## src/rtl/saph_fpu_pkg.sv

```systemverilog
// Shared types for the FPU crossbar: 32-bit float container, 2-bit mode index, index-width helper.
// Latency: none (types and constants only).
// Backpressure: none (types and constants only).
package saph_fpu_pkg;

   typedef logic [31:0] float;
   typedef logic [1:0]  fpu_mode_t;

   localparam int FPU_MODES = 4;

   // Width of an index into n items; never narrower than one bit so a single item still gets a port.
   function automatic int idx_w(input int n);
      return (n > 1) ? $clog2(n) : 1;
   endfunction

endpackage

```

## src/rtl/saph_fpu_xbar_if.sv

```systemverilog
// Bundle of requester-side and FPU-side signals around the FPU crossbar.
// Latency: none (wiring only).
// Backpressure: req_ready per requester, fpu_ready per FPU.
interface saph_fpu_xbar_if
   import saph_fpu_pkg::*;
#(
   parameter int REQS = 2,
   parameter int FPUS = 2
) ();

   // Requester side
   logic      [REQS-1:0]                req_trig;
   fpu_mode_t [REQS-1:0]                req_mode;
   float      [REQS-1:0]                req_lhs;
   float      [REQS-1:0]                req_rhs;
   logic      [REQS-1:0]                req_ready;
   logic      [REQS-1:0]                req_nomode;
   logic      [REQS-1:0]                resp_valid;
   float      [REQS-1:0]                resp_res;

   // FPU side
   logic      [FPUS-1:0][FPU_MODES-1:0] fpu_has_modes;
   logic      [FPUS-1:0]                fpu_ready;
   logic      [FPUS-1:0]                fpu_trig;
   fpu_mode_t [FPUS-1:0]                fpu_mode;
   float      [FPUS-1:0]                fpu_lhs;
   float      [FPUS-1:0]                fpu_rhs;
   float      [FPUS-1:0]                fpu_res;

   // Crossbar view
   modport slave (
      input  req_trig, req_mode, req_lhs, req_rhs,
      output req_ready, req_nomode, resp_valid, resp_res,
      input  fpu_has_modes, fpu_ready, fpu_res,
      output fpu_trig, fpu_mode, fpu_lhs, fpu_rhs
   );

   // Environment view (lanes plus FPU pool)
   modport master (
      output req_trig, req_mode, req_lhs, req_rhs,
      input  req_ready, req_nomode, resp_valid, resp_res,
      output fpu_has_modes, fpu_ready, fpu_res,
      input  fpu_trig, fpu_mode, fpu_lhs, fpu_rhs
   );

endinterface

```

## src/rtl/saph_fpu_tagpipe.sv

```systemverilog
// Per-FPU return-tag shift register: carries {valid, requester index} alongside the FPU pipeline.
// Latency: LATENCY cycles from issue_vld to ret_vld.
// Backpressure: none; shifts every cycle unconditionally, so issue and retire may coincide.
module saph_fpu_tagpipe
   import saph_fpu_pkg::*;
#(
   parameter int REQS    = 2,
   parameter int LATENCY = 3
) (
   input  logic                     clk,
   input  logic                     rst_n,
   input  logic                     issue_vld,
   input  logic [idx_w(REQS)-1:0]   issue_idx,
   output logic                     ret_vld,
   output logic [idx_w(REQS)-1:0]   ret_idx
);

   localparam int IW = idx_w(REQS);

   logic [LATENCY-1:0]         vld;
   logic [LATENCY-1:0][IW-1:0] idx;

   // Shift tags one stage per cycle; reset drops everything in flight.
   always_ff @(posedge clk or negedge rst_n) begin
      if (!rst_n) begin
         vld <= '0;
         idx <= '0;
      end else begin
         vld[0] <= issue_vld;
         idx[0] <= issue_idx;
         for (int s = 1; s < LATENCY; s++) begin
            vld[s] <= vld[s-1];
            idx[s] <= idx[s-1];
         end
      end
   end

   assign ret_vld = vld[LATENCY-1];
   assign ret_idx = idx[LATENCY-1];

endmodule

```

## src/rtl/saph_fpu_xbar.sv

```systemverilog
// Multi-requester to multi-FPU crossbar; grants are combinational, results routed back by tag.
// Latency: grant same cycle, response exactly LATENCY cycles after grant.
// Backpressure: ungranted requesters see req_ready low and hold; no buffering. SAPH_FPU_XBAR_RR_EN enables round-robin.
module saph_fpu_xbar
   import saph_fpu_pkg::*;
#(
   parameter int REQS    = 2,
   parameter int FPUS    = 2,
   parameter int LATENCY = 3
) (
   input  logic           clk,
   input  logic           rst_n,
   saph_fpu_xbar_if.slave bus
);

   localparam int IW = idx_w(REQS);
   typedef logic [IW-1:0] idx_t;

   if (LATENCY < 1) begin : g_bad_latency
      $error("saph_fpu_xbar: LATENCY must be >= 1");
   end
   if (REQS < 1) begin : g_bad_reqs
      $error("saph_fpu_xbar: REQS must be >= 1");
   end
   if (FPUS < 1) begin : g_bad_fpus
      $error("saph_fpu_xbar: FPUS must be >= 1");
   end

   idx_t            rr;
   logic [REQS-1:0] grant;
   logic [REQS-1:0] nomode;
   logic [FPUS-1:0] claimed;
   logic [FPUS-1:0] issue;
   idx_t [FPUS-1:0] fpu_sel;
   logic [FPUS-1:0] ret_vld;
   idx_t [FPUS-1:0] ret_idx;

   // Visit requesters from rr onward; each takes the lowest ready, capable, unclaimed FPU.
   always_comb begin
      int   ri;
      idx_t r;
      logic supported;
      logic done;
      grant     = '0;
      nomode    = '0;
      claimed   = '0;
      fpu_sel   = '0;
      ri        = 0;
      r         = '0;
      supported = 1'b0;
      done      = 1'b0;
      for (int k = 0; k < REQS; k++) begin
         ri = int'(rr) + k;
         if (ri >= REQS) ri -= REQS;
         r = idx_t'(ri);
         supported = 1'b0;
         for (int f = 0; f < FPUS; f++) begin
            if (bus.fpu_has_modes[f][bus.req_mode[r]]) supported = 1'b1;
         end
         done = 1'b0;
         if (bus.req_trig[r] && !supported) begin
            nomode[r] = 1'b1;
         end else if (bus.req_trig[r]) begin
            for (int f = 0; f < FPUS; f++) begin
               if (!done && bus.fpu_ready[f] && !claimed[f] &&
                   bus.fpu_has_modes[f][bus.req_mode[r]]) begin
                  claimed[f] = 1'b1;
                  fpu_sel[f] = r;
                  grant[r]   = 1'b1;
                  done       = 1'b1;
               end
            end
         end
      end
   end

`ifdef SAPH_FPU_XBAR_RR_EN
   idx_t rr_nxt;
   logic any_grant;

   // Next pointer sits one past the granted requester nearest the head of the visiting order.
   always_comb begin
      int ri;
      rr_nxt    = rr;
      any_grant = 1'b0;
      ri        = 0;
      for (int k = REQS - 1; k >= 0; k--) begin
         ri = int'(rr) + k;
         if (ri >= REQS) ri -= REQS;
         if (grant[idx_t'(ri)]) begin
            any_grant = 1'b1;
            rr_nxt    = (ri == REQS - 1) ? '0 : idx_t'(ri + 1);
         end
      end
   end

   // Pointer moves only on cycles that produced at least one grant.
   always_ff @(posedge clk or negedge rst_n) begin
      if (!rst_n)         rr <= '0;
      else if (any_grant) rr <= rr_nxt;
   end
`else
   // Fixed priority: requester 0 always heads the visiting order.
   assign rr = '0;
`endif

   // Drive issue and handshake outputs; all held quiet while reset is asserted.
   always_comb begin
      issue          = claimed & {FPUS{rst_n}};
      bus.fpu_trig   = issue;
      bus.fpu_mode   = '0;
      bus.fpu_lhs    = '0;
      bus.fpu_rhs    = '0;
      for (int f = 0; f < FPUS; f++) begin
         if (issue[f]) begin
            bus.fpu_mode[f] = bus.req_mode[fpu_sel[f]];
            bus.fpu_lhs[f]  = bus.req_lhs[fpu_sel[f]];
            bus.fpu_rhs[f]  = bus.req_rhs[fpu_sel[f]];
         end
      end
      bus.req_ready  = grant & {REQS{rst_n}};
      bus.req_nomode = nomode & {REQS{rst_n}};
   end

   for (genvar f = 0; f < FPUS; f++) begin : g_tag
      saph_fpu_tagpipe #(
         .REQS    (REQS),
         .LATENCY (LATENCY)
      ) u_tagpipe (
         .clk       (clk),
         .rst_n     (rst_n),
         .issue_vld (issue[f]),
         .issue_idx (fpu_sel[f]),
         .ret_vld   (ret_vld[f]),
         .ret_idx   (ret_idx[f])
      );
   end

   // Route retiring results home; a requester is granted once per cycle, so OR-merge never collides.
   always_comb begin
      bus.resp_valid = '0;
      bus.resp_res   = '0;
      for (int f = 0; f < FPUS; f++) begin
         if (ret_vld[f]) begin
            bus.resp_valid[ret_idx[f]] = 1'b1;
            bus.resp_res[ret_idx[f]]   = bus.resp_res[ret_idx[f]] | bus.fpu_res[f];
         end
      end
   end

endmodule

```

## src/flat_wrapper.sv

```systemverilog
// flat-port wrapper written by rule: the top's interface ports become plain ports
module saph_fpu_xbar_flat import saph_fpu_pkg::*;
#(
   parameter int REQS    = 2,
   parameter int FPUS    = 2,
   parameter int LATENCY = 3
)
  (clk, rst_n, bus_req_trig, bus_req_mode, bus_req_lhs, bus_req_rhs, bus_req_ready, bus_req_nomode, bus_resp_valid, bus_resp_res, bus_fpu_has_modes, bus_fpu_ready, bus_fpu_res, bus_fpu_trig, bus_fpu_mode, bus_fpu_lhs, bus_fpu_rhs);
  saph_fpu_xbar_if #(.REQS(REQS), .FPUS(FPUS)) bus_i ();
  input  logic clk;
  input  logic rst_n;
  input wire logic [$bits(bus_i.req_trig)-1:0] bus_req_trig;
  input wire logic [$bits(bus_i.req_mode)-1:0] bus_req_mode;
  input wire logic [$bits(bus_i.req_lhs)-1:0] bus_req_lhs;
  input wire logic [$bits(bus_i.req_rhs)-1:0] bus_req_rhs;
  output wire logic [$bits(bus_i.req_ready)-1:0] bus_req_ready;
  output wire logic [$bits(bus_i.req_nomode)-1:0] bus_req_nomode;
  output wire logic [$bits(bus_i.resp_valid)-1:0] bus_resp_valid;
  output wire logic [$bits(bus_i.resp_res)-1:0] bus_resp_res;
  input wire logic [$bits(bus_i.fpu_has_modes)-1:0] bus_fpu_has_modes;
  input wire logic [$bits(bus_i.fpu_ready)-1:0] bus_fpu_ready;
  input wire logic [$bits(bus_i.fpu_res)-1:0] bus_fpu_res;
  output wire logic [$bits(bus_i.fpu_trig)-1:0] bus_fpu_trig;
  output wire logic [$bits(bus_i.fpu_mode)-1:0] bus_fpu_mode;
  output wire logic [$bits(bus_i.fpu_lhs)-1:0] bus_fpu_lhs;
  output wire logic [$bits(bus_i.fpu_rhs)-1:0] bus_fpu_rhs;
  assign bus_i.req_trig = bus_req_trig;
  assign bus_i.req_mode = bus_req_mode;
  assign bus_i.req_lhs = bus_req_lhs;
  assign bus_i.req_rhs = bus_req_rhs;
  assign bus_req_ready = bus_i.req_ready;
  assign bus_req_nomode = bus_i.req_nomode;
  assign bus_resp_valid = bus_i.resp_valid;
  assign bus_resp_res = bus_i.resp_res;
  assign bus_i.fpu_has_modes = bus_fpu_has_modes;
  assign bus_i.fpu_ready = bus_fpu_ready;
  assign bus_i.fpu_res = bus_fpu_res;
  assign bus_fpu_trig = bus_i.fpu_trig;
  assign bus_fpu_mode = bus_i.fpu_mode;
  assign bus_fpu_lhs = bus_i.fpu_lhs;
  assign bus_fpu_rhs = bus_i.fpu_rhs;
  saph_fpu_xbar #(.REQS(REQS), .FPUS(FPUS), .LATENCY(LATENCY)) u_core (.clk(clk), .rst_n(rst_n), .bus(bus_i));
endmodule
```

## config.mk

```make
export PLATFORM = sky130hd
export DESIGN_NAME = saph_fpu_xbar_flat
export DESIGN_NICKNAME = d
export VERILOG_FILES = /design/src/rtl/saph_fpu_pkg.sv /design/src/rtl/saph_fpu_xbar_if.sv /design/src/rtl/saph_fpu_tagpipe.sv /design/src/rtl/saph_fpu_xbar.sv /design/src/flat_wrapper.sv
export SDC_FILE = /design/constraint.sdc
export NUM_CORES = 1
export LEC_CHECK = 0
export CAP_MARGIN = 20
export CORE_AREA = 3 3 160 162
export DETAILED_ROUTE_END_ITERATION = 10
export DIE_AREA = 0 0 163 165
export DONT_BUFFER_PORTS = 1
export PLACE_DENSITY = 0.39
export SLEW_MARGIN = 20
export SYNTH_ARGS = -nofsm -noshare
export SYNTH_HDL_FRONTEND = slang
export SYNTH_SLANG_ARGS = --single-unit
```

## constraint.sdc

```tcl
create_clock -name clk -period 2.65 [get_ports clk]
set_input_delay 0.3975 -clock clk [delete_from_list [all_inputs] [get_ports clk]]
set_output_delay 0.3975 -clock clk [all_outputs]
set_load 0.05 [all_outputs]
```

==> summary.md <==
| Metric | Value |
|---|---|
| Clk sink count | `12` |
| Die ar. | `26900 µm²` |
| Synth Flop Type | `dfrtp_1` |
| Most common cell in the netlist | `nand2_1` |
| CTS Root Cell | `clkbuf_16` |
| F_max | `383 MHz` |
| Yosys warns | `0` |
| Post-synth EDFFs | `0` |
| Final Hold Vio Count | `0` |
| Global-route wire length before repair | `30200 µm` |
| Syn Inst Count | `473` |
| Slew Limit Headroom | `0.530` |
| Hold path start | `u_core.g_tag[1].u_tagpipe.idx[1]` |
| Largest family of logic cells by synthesized area | `compound AO/OA/AOI/OAI gates` |
| Final Slew Violations | `0` |
| Pin count of the biggest net entering global routing | `139` |
| Drt drc | `0` |
| Worst hold path type | `reg2reg` |
| Most common cell on crit path | `buf_12` |
| CTS H-tree lvls | `1` |
| CP Launch Type | `input port` |
| DR pass1 iterations | `5` |
| Leakage | `2.67 nW` |
| Row count | `57` |
| Mapped cell area | `3500 µm²` |
| Global Route Usage Sum | `0.144` |
| Endpoints failing setup | `0` |
| Number of antenna diodes | `0` |
| Setup Fix Bufs, Post-CTS | `0` |
| Post-Route Setup TNS | `0 ns` |
| Synth area leader | `a41o_1` |
| Placed Area | `6040 µm²` |
| WS Path Type | `in2out` |
| Maxcap violations | `0` |
| Routed length per instance | `25.4 µm` |
| Synth Area in Simple Gates | `0.210` |
| Post-place setup slack | `0.0790 ns` |
| CTS tree | `built` |
| NumNets Final | `755` |
| Grt ovf | `0` |
| IO buf count | `0` |
| DIE HEIGHT | `165 µm` |
| Main area contributors after synthesis | `a41o_1 (19%), a32o_1 (19%), a22o_1 (16%), nor3_1 (9.6%), dfrtp_1 (8.6%)` |
| Starting density of the core | `0.144` |
| Area delta synth->final | `75.3%` |
| Fin area | `6130 µm²` |
| Antenna Nets Post-Route | `0` |
| Die W | `163 µm` |
| Synth Area in Compound Gates | `0.556` |
| Setup ws final | `0.0382 ns` |
| Post-synth cell types | `32` |
| Power per standard cell area | `258 nW/µm²` |
| Min Tclk post-route | `2.61 ns` |
| Worst Path Max Fanout | `54` |
| Synth cell count leaders | `nand2_1 (69), nor3_1 (67), a41o_1 (66)` |
| Worst-path clk slew | `0.04 ns` |
| Final worst path period share | `0.986` |
| Critical-path top delay cell | `mux4_2` |
| Layout cells sized above 1 | `0.371` |
| Maximum vdd ir drop | `0.000167 V` |
| Core outline area | `24200 µm²` |
| Iteration-0 DRC Markers | `338` |
| Required @ worst endpoint | `2.25 ns` |
| Crit path arrival time | `2.21 ns` |
| Adder-Cell Fraction of Synth Area | `0` |
| Synth Area in XOR/XNOR | `0` |
| FF+latch count, synth | `12` |
| Asr flop ratio synth | `1.00` |
| Setup Skew | `0.00233 ns` |
| Clock buffer depth | `2` |
| Tightest Pin Transition | `0.704 ns` |
| Worst setup startpoint | `bus_req_mode[0]` |
| Syn_nets | `683` |
| Vias per cell | `5.55` |
| Top cell type's share of synthesized area | `0.189` |
| Hpwl dp | `16800 µm` |
| IO Count | `414` |
| Mux share of post-synthesis cell area | `0.0365` |
| Crit path capture type | `primary output` |
| Run status | `completed` |
| Antenna violations before repair | `0` |
| Total vias in the final route | `4821` |
| Post-synthesis sequential area ratio | `0.0858` |
| CTS Buf Count | `3` |
| Vias in the first global route | `4746` |
| Worst-Skew Late Latency | `0.23 ns` |
| Max incr delay on CP | `0.50 ns` |
| Final wirelength | `22100 µm` |
| Unrepaired setup endpoints after global routing | `no` |
| Last weighted congestion value of the routability-driven placer | `0.712` |
| Crit path cell chain | `mux4_2 > and2_2 > or2_2 > buf_12 > a41o_2 > buf_12` |
| Syn Area/Cell | `7.40 µm²` |
| RR Startpoint | `u_core.g_tag[0].u_tagpipe.idx[1]` |
[through the flow]
stage / power (W) / hold slack (ns) / utilization / std cells
6_report: 0.00158 / 0.343 / 0.253 / 868
5_1_grt: 0.00165 / 0.357 / 0.253 / 868
4_1_cts: 0.00160 / 0.346 / 0.253 / 868
3_5_place_dp: 0.00129 / 0.107 / 0.249 / 863
3_3_place_gp: 0.00129 / 0.106 / 0.249 / 863
2_1_floorplan: 0.000944 / 0.102 / - / 473
[critical path, delay by kind of cell]
kind                   cells  cell delay (ns)
AND/OR/NAND/NOR            2             0.57
AO/OA/AOI/OAI              1             0.34
multiplexers               1             0.50
buffers and inverters      2             0.33
[state kept, by name (all words and copies together), names as in the netlist]
name and flops:
u_core.g_tag.u_tagpipe.idx 4, u_core.g_tag.u_tagpipe.ret_idx 2, u_core.g_tag.u_tagpipe.vld 6
[where the power goes]
part	internal, W	total, W	switching, W
combinational	0.000377	0.00109	0.000713
sequential	0.000194	0.000196	0.00000291
clock	0.000227	0.000298	0.0000713
total	0.000798	0.00158	0.000787
[cells in the final DEF, fill, tap and decap left out, drive strengths merged, types with 3 or more instances in the layout]
| cell type | instances |
|---|---|
| a32o | 65 |
| buf | 154 |
| a41o | 66 |
| nand3 | 3 |
| mux4 | 3 |
| a22o | 64 |
| and2 | 4 |
| nand2 | 69 |
| nor3 | 67 |
| nor2b | 3 |
| or2 | 3 |
| dfrtp | 12 |
| clkbuf | 4 |
| mux2i | 6 |
| nand2b | 3 |
[kinds of logic after synthesis]
logic type	count (synthesis)
AOI/OAI and AO/OA	205
buffers and inverters	88
DFF	12
muxes	9
and+or+nand+nor	159
[final cells by class]
| class | count | area (µm²) |
|---|---|---|
| sequential | 12 | 300 |
| timing repair buffer | 155 | 2450 |
| fill | 2597 | 18100 |
| tap | 324 | 405 |
| clock buffer | 4 | 88.8 |
| multi-input combinational | 373 | 2890 |
[per-layer routing]
layer / part of all wire / global-route usage / vias up
met2: 0.52 / 0.272 / 335
met4: 0.022 / 0.0342 / 0
met5: 0 / 0 / -
met3: 0.12 / 0.0554 / 28
met1: 0.34 / 0.149 / 2338
li1: - / - / 2120
[path summary, 6_finish.rpt]
check	end	slack [ns]	depth (start not counted)
worst min register to register	u_core.g_tag[1].u_tagpipe.ret_idx	0.34	0
min in group asynchronous	u_core.g_tag[1].u_tagpipe.vld[0]	0.61	1
worst max-delay path	bus_fpu_rhs[37]	0.04	6
worst max register to register	u_core.g_tag[0].u_tagpipe.ret_idx	2.17	0
worst min-delay path	u_core.g_tag[1].u_tagpipe.ret_idx	0.34	0
max in group asynchronous	u_core.g_tag[0].u_tagpipe.vld[2]	1.67	1
[repair_timing]
action | in CTS | in global routing
endpoints found under the hold margin | 12 | 0
resized for setup | 0 | 0
hold buffers | 1 | 0
No activity file was read; power rests on OpenSTA's default activity.
